## src/rtl/frame_pkg.sv

```systemverilog
// Shared types and constants for the UART frame decoder.
// The command codes are also used by the command control FSM.
package frame_pkg;

  typedef enum logic [2:0] {
    IDLE,
    HDR,
    CMD,
    LEN,
    PAYLOAD,
    CHK
  } state_e;

  localparam logic [7:0] HDR0 = 8'hAA;
  localparam logic [7:0] HDR1 = 8'h55;

  localparam logic [7:0] CMD_SPI    = 8'h01;
  localparam logic [7:0] CMD_I2C    = 8'h02;
  localparam logic [7:0] CMD_DUT_EN = 8'h03;

endpackage

```

## src/rtl/frame_parser_if.sv

```systemverilog
// Byte-stream input and decoded-frame output bundle of frame_parser.
// The slave modport is the parser side; master is the UART/consumer side.
interface frame_parser_if #(
  parameter int MAX_LEN = 16
) ();

  logic [7:0]               rx_data;
  logic                     rx_valid;
  logic                     frame_valid;
  logic [7:0]               cmd_type;
  logic [7:0]               payload_len;
  logic [$clog2(MAX_LEN)-1:0] pl_rd_addr;
  logic [7:0]               pl_rd_data;
  logic                     crc_err;
  logic                     len_err;
  logic                     timeout_err;

  modport slave (
    input  rx_data,
    input  rx_valid,
    input  pl_rd_addr,
    output frame_valid,
    output cmd_type,
    output payload_len,
    output pl_rd_data,
    output crc_err,
    output len_err,
    output timeout_err
  );

  modport master (
    output rx_data,
    output rx_valid,
    output pl_rd_addr,
    input  frame_valid,
    input  cmd_type,
    input  payload_len,
    input  pl_rd_data,
    input  crc_err,
    input  len_err,
    input  timeout_err
  );

endinterface

```

## src/rtl/frame_payload_ram.sv

```systemverilog
// Single-bank payload buffer: synchronous write, asynchronous read.
// Contents are not reset; only bytes of the last good frame are meaningful.
module frame_payload_ram #(
  parameter int MAX_LEN = 16,
  parameter int AW      = $clog2(MAX_LEN)
) (
  input  logic          clk,
  input  logic          we,
  input  logic [AW-1:0] wr_addr,
  input  logic [7:0]    wr_data,
  input  logic [AW-1:0] rd_addr,
  output logic [7:0]    rd_data
);

  logic [7:0] mem [MAX_LEN];

  always_ff @(posedge clk) begin
    if (we) begin
      mem[wr_addr] <= wr_data;
    end
  end

  assign rd_data = mem[rd_addr];

endmodule

```

## src/rtl/frame_parser.sv

```systemverilog
// Header-hunting frame decoder: HDR0 HDR1 CMD LEN payload CHK, where CHK is
// the XOR of CMD, LEN and payload. Good frames pulse frame_valid, bad ones an error.
module frame_parser #(
  parameter int         MAX_LEN     = 16,
  parameter int         TIMEOUT_CYC = 50000,
  parameter logic [7:0] HDR0        = frame_pkg::HDR0,
  parameter logic [7:0] HDR1        = frame_pkg::HDR1
) (
  input logic           clk,
  input logic           rst_n,
  frame_parser_if.slave bus
);

  import frame_pkg::*;

  localparam int              AW        = $clog2(MAX_LEN);
  localparam int              TW        = $clog2(TIMEOUT_CYC);
  localparam logic [TW-1:0]   TMO_LAST  = TW'(TIMEOUT_CYC - 1);
  localparam logic [8:0]      MAX_LEN_W = 9'(MAX_LEN);

  state_e        state_q, state_d;
  logic [7:0]    cmd_w_q, cmd_w_d;
  logic [7:0]    len_w_q, len_w_d;
  logic [7:0]    idx_q, idx_d;
  logic [7:0]    xor_q, xor_d;
  logic [TW-1:0] tmo_cnt_q, tmo_cnt_d;
  logic [7:0]    cmd_type_q, cmd_type_d;
  logic [7:0]    payload_len_q, payload_len_d;
  logic          frame_valid_q, frame_valid_d;
  logic          crc_err_q, crc_err_d;
  logic          len_err_q, len_err_d;
  logic          timeout_err_q, timeout_err_d;
  logic          ram_we;

  always_comb begin
    state_d       = state_q;
    cmd_w_d       = cmd_w_q;
    len_w_d       = len_w_q;
    idx_d         = idx_q;
    xor_d         = xor_q;
    cmd_type_d    = cmd_type_q;
    payload_len_d = payload_len_q;
    frame_valid_d = 1'b0;
    crc_err_d     = 1'b0;
    len_err_d     = 1'b0;
    timeout_err_d = 1'b0;
    ram_we        = 1'b0;
    tmo_cnt_d     = (bus.rx_valid || state_q == IDLE) ? '0 : tmo_cnt_q + TW'(1);

    if (bus.rx_valid) begin
      unique case (state_q)
        IDLE: begin
          if (bus.rx_data == HDR0) state_d = HDR;
        end
        HDR: begin
          // A repeated HDR0 may be the true start of a frame, so keep hunting.
          if (bus.rx_data == HDR1)      state_d = CMD;
          else if (bus.rx_data != HDR0) state_d = IDLE;
        end
        CMD: begin
          cmd_w_d = bus.rx_data;
          xor_d   = bus.rx_data;
          state_d = LEN;
        end
        LEN: begin
          xor_d = xor_q ^ bus.rx_data;
          if ({1'b0, bus.rx_data} > MAX_LEN_W) begin
            len_err_d = 1'b1;
            state_d   = IDLE;
          end else begin
            len_w_d = bus.rx_data;
            idx_d   = '0;
            state_d = (bus.rx_data == 8'd0) ? CHK : PAYLOAD;
          end
        end
        PAYLOAD: begin
          ram_we = 1'b1;
          xor_d  = xor_q ^ bus.rx_data;
          idx_d  = idx_q + 8'd1;
          if (idx_q + 8'd1 == len_w_q) state_d = CHK;
        end
        CHK: begin
          if (bus.rx_data == xor_q) begin
            frame_valid_d = 1'b1;
            cmd_type_d    = cmd_w_q;
            payload_len_d = len_w_q;
          end else begin
            crc_err_d = 1'b1;
          end
          state_d = IDLE;
        end
        default: state_d = IDLE;
      endcase
    end else if (state_q != IDLE && tmo_cnt_q == TMO_LAST) begin
      // A byte arriving on the expiry cycle takes the branch above instead.
      timeout_err_d = 1'b1;
      state_d       = IDLE;
      tmo_cnt_d     = '0;
    end
  end

  always_ff @(posedge clk or negedge rst_n) begin
    if (!rst_n) begin
      state_q       <= IDLE;
      cmd_w_q       <= '0;
      len_w_q       <= '0;
      idx_q         <= '0;
      xor_q         <= '0;
      tmo_cnt_q     <= '0;
      cmd_type_q    <= '0;
      payload_len_q <= '0;
      frame_valid_q <= 1'b0;
      crc_err_q     <= 1'b0;
      len_err_q     <= 1'b0;
      timeout_err_q <= 1'b0;
    end else begin
      state_q       <= state_d;
      cmd_w_q       <= cmd_w_d;
      len_w_q       <= len_w_d;
      idx_q         <= idx_d;
      xor_q         <= xor_d;
      tmo_cnt_q     <= tmo_cnt_d;
      cmd_type_q    <= cmd_type_d;
      payload_len_q <= payload_len_d;
      frame_valid_q <= frame_valid_d;
      crc_err_q     <= crc_err_d;
      len_err_q     <= len_err_d;
      timeout_err_q <= timeout_err_d;
    end
  end

  frame_payload_ram #(
    .MAX_LEN (MAX_LEN),
    .AW      (AW)
  ) u_payload_ram (
    .clk     (clk),
    .we      (ram_we),
    .wr_addr (idx_q[AW-1:0]),
    .wr_data (bus.rx_data),
    .rd_addr (bus.pl_rd_addr),
    .rd_data (bus.pl_rd_data)
  );

  assign bus.frame_valid = frame_valid_q;
  assign bus.cmd_type    = cmd_type_q;
  assign bus.payload_len = payload_len_q;
  assign bus.crc_err     = crc_err_q;
  assign bus.len_err     = len_err_q;
  assign bus.timeout_err = timeout_err_q;

endmodule
```

## src/flat_wrapper.sv

```systemverilog
// flat-port wrapper written by rule: the top's interface ports become plain ports
module frame_parser_flat import frame_pkg::*;
#(
  parameter int         MAX_LEN     = 16,
  parameter int         TIMEOUT_CYC = 50000,
  parameter logic [7:0] HDR0        = frame_pkg::HDR0,
  parameter logic [7:0] HDR1        = frame_pkg::HDR1
)
  (clk, rst_n, bus_rx_data, bus_rx_valid, bus_pl_rd_addr, bus_frame_valid, bus_cmd_type, bus_payload_len, bus_pl_rd_data, bus_crc_err, bus_len_err, bus_timeout_err);
  frame_parser_if #(.MAX_LEN(MAX_LEN)) bus_i ();
  input logic clk;
  input logic rst_n;
  input wire logic [$bits(bus_i.rx_data)-1:0] bus_rx_data;
  input wire logic [$bits(bus_i.rx_valid)-1:0] bus_rx_valid;
  input wire logic [$bits(bus_i.pl_rd_addr)-1:0] bus_pl_rd_addr;
  output wire logic [$bits(bus_i.frame_valid)-1:0] bus_frame_valid;
  output wire logic [$bits(bus_i.cmd_type)-1:0] bus_cmd_type;
  output wire logic [$bits(bus_i.payload_len)-1:0] bus_payload_len;
  output wire logic [$bits(bus_i.pl_rd_data)-1:0] bus_pl_rd_data;
  output wire logic [$bits(bus_i.crc_err)-1:0] bus_crc_err;
  output wire logic [$bits(bus_i.len_err)-1:0] bus_len_err;
  output wire logic [$bits(bus_i.timeout_err)-1:0] bus_timeout_err;
  assign bus_i.rx_data = bus_rx_data;
  assign bus_i.rx_valid = bus_rx_valid;
  assign bus_i.pl_rd_addr = bus_pl_rd_addr;
  assign bus_frame_valid = bus_i.frame_valid;
  assign bus_cmd_type = bus_i.cmd_type;
  assign bus_payload_len = bus_i.payload_len;
  assign bus_pl_rd_data = bus_i.pl_rd_data;
  assign bus_crc_err = bus_i.crc_err;
  assign bus_len_err = bus_i.len_err;
  assign bus_timeout_err = bus_i.timeout_err;
  frame_parser #(.MAX_LEN(MAX_LEN), .TIMEOUT_CYC(TIMEOUT_CYC), .HDR0(HDR0), .HDR1(HDR1)) u_core (.clk(clk), .rst_n(rst_n), .bus(bus_i));
endmodule
```

## config.mk

```make
export PLATFORM = sky130hd
export DESIGN_NAME = frame_parser_flat
export DESIGN_NICKNAME = d
export VERILOG_FILES = /design/src/rtl/frame_pkg.sv /design/src/rtl/frame_parser_if.sv /design/src/rtl/frame_payload_ram.sv /design/src/rtl/frame_parser.sv /design/src/flat_wrapper.sv
export SDC_FILE = /design/constraint.sdc
export NUM_CORES = 1
export LEC_CHECK = 0
export BUFFER_PORTS_ARGS = -buffer_cell sky130_fd_sc_hd__buf_2
export CAP_MARGIN = 15
export CORE_MARGIN = 2
export CORE_UTILIZATION = 68
export CTS_BUF_LIST = sky130_fd_sc_hd__clkbuf_8
export DETAILED_ROUTE_END_ITERATION = 7
export GPL_ROUTABILITY_DRIVEN = 0
export GPL_TIMING_DRIVEN = 0
export MAX_ROUTING_LAYER = met4
export PLACE_DENSITY = 0.95
export SYNTH_ARGS = -nofsm -noshare
export SYNTH_HDL_FRONTEND = slang
export SYNTH_HIERARCHICAL = 1
export SYNTH_SLANG_ARGS = --single-unit
export TNS_END_PERCENT = 1
```

## constraint.sdc

```tcl
create_clock -name clk -period 4.85 [get_ports clk]
set_input_delay 0.97 -clock clk [delete_from_list [all_inputs] [get_ports clk]]
set_output_delay 0.97 -clock clk [all_outputs]
set_load 0.01 [all_outputs]
```

==> results summary <==
The run finished with clean final reports. The initial detailed-routing violation count came out at 474. The total internal power is around 2.2 mW.

The maximum net fanout on the critical path came out at 13. After global routing the overflow that remains totals 0. The net count after synthesis is 550. The count of endpoints failing hold in the final timing report is 0. By instance count, the cell type seen most on the critical path is sky130_fd_sc_hd__buf_2.

After synthesis, the share of flip-flops with an asynchronous set or reset is 0.357. The number of buffers on the longest clock path came out at 2. STA classifies the critical path endpoint as a flop. The max-slew violation count was 0. The commonest cells after synthesis are sky130_fd_sc_hd__edfxtp_1, sky130_fd_sc_hd__dfrtp_1, sky130_fd_sc_hd__nand2_1, sky130_fd_sc_hd__nor2_1, sky130_fd_sc_hd__xor2_1.

The logic depth of the worst register-to-register path is 7. The biggest area contributor in the post-synthesis netlist is sky130_fd_sc_hd__edfxtp_1. The cell area that synthesis handed to floorplanning was 8460 um2.

0 antenna diodes ended up in the layout. The average wire per cell in the routed design came out at 21.6 um. In the finished design, the share of the clock period the worst path needs comes to 0.718.

The number of hold buffers added after CTS came out at 0. The met1 capacity usage during global routing is 0.359. Yosys instantiated no cell more often than sky130_fd_sc_hd__edfxtp_1. The leakage power total came out at 3.49 nW. Compared with the post-synthesis result, the final layout area differs by 9.15%. The critical path start-end classification is reg2reg. On the worst path, the slowest cell contributes a delay of 640 ps.

The number of top-level pins is 43. Setup repair after global routing left no endpoint under its margin. For this run, design rule violations remaining after detail routing come to 0. For flop-to-flop paths, the worst setup slack is 1370 ps. The total area inside the core boundary comes to roughly 12000 um2. The kind of launch point of the worst setup path is a flop. The final net count is 613. The fraction of power spent switching nets came out at 0.222. The startpoint identified for the worst hold timing path is u_core/tmo_cnt_q[0]$_DFF_PN0_. The worst register-to-register path begins at u_core/state_q[0]$_DFFE_PN0P_. The maximum clock frequency is 287 MHz. The cell area power density is a little over 300 nW/um2. The worst pin sits at a relative slew slack of 0.212. The data arrival time of the critical path came out at 3660 ps.

met2 is the most crowded layer. The x dimension of the die came out at 116 um. The top cell type's share of synthesized area came out at 0.454. The number of global-route vias before repair came to between 5000 and 6000. The average cell area after synthesis came out at 15.9 um2.

The first TritonRoute pass finished after 5 iterations. The detailed router placed 4929 vias in this run. The power consumption came out at 2.86 mW. The number of distinct library cells after synthesis came out at 58. The proportion of power drawn by the clock network is 0.315. Ranked by total cell area, the synthesized netlist is headed by sky130_fd_sc_hd__edfxtp_1, sky130_fd_sc_hd__dfrtp_1, sky130_fd_sc_hd__mux4_2. Wires add up to ~17 mm. Counting every instance in the synthesized netlist gives 533.

At the worst endpoint, the required time is 5030 ps. In this run the critical register-to-register path is captured at u_core/u_payload_ram/mem[0][4]$_DFFE_PP_. The estimated wirelength of the detail-placed design is 10.8 mm.

The fraction of final layout cells sized beyond drive strength 1 is 0.243. The worst-case IR drop observed on VDD is 182 uV. The final count of negative-setup-slack endpoints came out at 0. The number of vias per cell came out at 6.34. In this run the worst setup path begins at u_core/state_q[0]$_DFFE_PN0P_.

After clock tree synthesis, the setup repair step added 0 buffers. Once the clock tree was built, the resizer swapped 0 gates to a different size. The summed negative setup slack over all endpoints came out at 0 ps. The number of clock sinks seen by CTS is 199. The count of input and output buffers is between 40 and 50.

The total number of yosys warnings is 6. Of the total power, combinational logic draws 0.050. The wire length of the first global-routing pass is 26.4 mm. The vertical die dimension came out at 116 um. Yosys mapped a number of flops with a built-in enable equal to about 130.

At the pin with the least slew margin, the transition time is 1170 ps. The number of standard-cell rows in the floorplan is 40. For this design the total switching power over the nets is around 640 uW. The clock slew at the register clock pins of the worst setup and hold paths is 90 ps. The worst setup path endpoint is u_core/u_payload_ram/mem[0][4]$_DFFE_PP_. The die area is 13400 um2. Clock skew on the completed layout was measured at 9.84 ps. For this run, the leading register cell type out of synthesis is sky130_fd_sc_hd__edfxtp_1. Counting the buffers created by CTS gives 17. Of the synthesized area, sequential elements account for 0.664. The number of antenna violations at the first check in global routing came to 0. The met2 layer usage reported by global route is 0.441.

The CTS tree is done. Across every metal layer, demand over resource in global routing totals 0.281. The initial utilization of the core area, before any placement, comes to 0.701. The largest net degree at the start of global routing is 72.

The number of routed nets with antenna violations came out at 0. The critical path goes through clkbuf_1, nand2b_1, nor3b_2, buf_2, or3b_2, nor3_1, buf_2. The number of levels in the clock H-tree is 4.

The count of state elements after synthesis is just under 200. The largest individual stage delay along the critical path comes from the cell sky130_fd_sc_hd__nor3_1. The tree is rooted in a sky130_fd_sc_hd__clkbuf_8. The clock latency on the worst-skew pair is 470 ps. The met3 track utilization from global routing is 0.0612. The portion of total power attributed to sequential cells came out at 0.635. The post-route minimum period came out at 3480 ps. The classification of the worst-slack hold path is reg2reg. Max-cap violations in this run came to 0.
critical path, delay by kind of cell (launching register included):
| kind | cells | cell delay [ps] |
|---|---|---|
| and+or+nand+nor | 4 | 1920 |
| buffers and inverters | 3 | 900 |
| DFF | 1 | 370 |
flip-flops by register name, summed over array words and instances, names as in the netlist, 8 cells and up:
signal	count
u_core/bus.cmd_type	8
u_core/bus.payload_len	8
u_core/cmd_w_q	8
u_core/idx_q	8
u_core/len_w_q	8
u_core/tmo_cnt_q	16
u_core/u_payload_ram/mem	128
u_core/xor_q	8
power groups by stage:
stage	clock (mW)	combinational (mW)	sequential, mW
after floorplan	0	0.0771	1.85
after detailed placement	0	0.143	1.85
final	0.900	0.143	1.82
after global placement	0	0.136	1.85
after CTS	0.911	0.144	1.82
after global routing	0.971	0.157	1.82
how the worst min path moves through the flow:
stage / endpoint / slack (ps) / cells after the start
6_report: u_core/tmo_cnt_q[0]$_DFF_PN0_ / 480 / 1
2_1_floorplan: u_core/tmo_cnt_q[0]$_DFF_PN0_ / 430 / 1
5_1_grt: u_core/tmo_cnt_q[0]$_DFF_PN0_ / 500 / 1
3_3_place_gp: u_core/tmo_cnt_q[0]$_DFF_PN0_ / 440 / 1
3_5_place_dp: u_core/tmo_cnt_q[0]$_DFF_PN0_ / 470 / 1
4_1_cts: u_core/tmo_cnt_q[0]$_DFF_PN0_ / 480 / 1
stage by stage:
| step | instance area, um2 | setup WS [ps] | utilization | hold WS (ps) | cells |
|---|---|---|---|---|---|
| 6_report | 9240 | 1370 | 0.766 | 480 | 777 |
| 5_1_grt | 9240 | 1160 | 0.766 | 498 | 777 |
| 4_1_cts | 9220 | 1430 | 0.764 | 484 | 775 |
| 3_5_place_dp | 8880 | 1120 | 0.737 | 472 | 743 |
| 3_3_place_gp | 8880 | 1020 | 0.736 | 444 | 742 |
| 2_1_floorplan | 8460 | 1800 | - | 433 | 533 |
routing by layer:
metal  part of all wire  routed length (um)
met1               0.40                6720
met2               0.50                8390
met3              0.069                1160
met4              0.030                 500
met5                  0                   0
cells by family after synthesis:
kind of cell,count (synthesis),share of synthesized area
flops,199,0.664
simple gates,153,0.0909
mux,62,0.135
compound gates,50,0.0435
xor+xnor,37,0.0392
buf+inv,30,0.0241
fa+ha+maj,2,0.00296
area by class of cell:
| type | count | area [um2] |
|---|---|---|
| flip-flops and latches | 199 | 5620 |
| repair buffers | 44 | 228 |
| plain buffers | 25 | 185 |
| well taps | 168 | 210 |
| clock inverters | 14 | 88.8 |
| fillers | 674 | 2830 |
| inverters | 5 | 18.8 |
| clock buffers | 18 | 248 |
| multi-input cells | 304 | 2640 |
cells in the final DEF (no fill, tap or decap), types with 5 or more instances in the layout:
master,synthesis,routed
sky130_fd_sc_hd__edfxtp_1,128,128
sky130_fd_sc_hd__dfrtp_1,71,71
sky130_fd_sc_hd__buf_2,8,49
sky130_fd_sc_hd__nand2_1,46,46
sky130_fd_sc_hd__nor2_1,39,39
sky130_fd_sc_hd__xor2_1,23,23
sky130_fd_sc_hd__mux2_2,19,19
sky130_fd_sc_hd__clkbuf_8,0,18
sky130_fd_sc_hd__mux4_2,18,18
sky130_fd_sc_hd__a22oi_1,16,16
sky130_fd_sc_hd__mux4_1,14,14
sky130_fd_sc_hd__xnor2_1,13,13
sky130_fd_sc_hd__nand3_1,11,11
sky130_fd_sc_hd__nor3_1,10,10
sky130_fd_sc_hd__a21oi_1,10,10
sky130_fd_sc_hd__nand2b_1,9,9
sky130_fd_sc_hd__mux2_4,9,9
sky130_fd_sc_hd__a31oi_1,8,8
sky130_fd_sc_hd__clkinvlp_4,0,7
sky130_fd_sc_hd__inv_1,5,7
sky130_fd_sc_hd__and3_1,6,6
sky130_fd_sc_hd__clkbuf_1,5,5
sky130_fd_sc_hd__buf_6,5,5
sky130_fd_sc_hd__and2_1,5,5
Note: power is estimated with default switching activity, not from simulation.
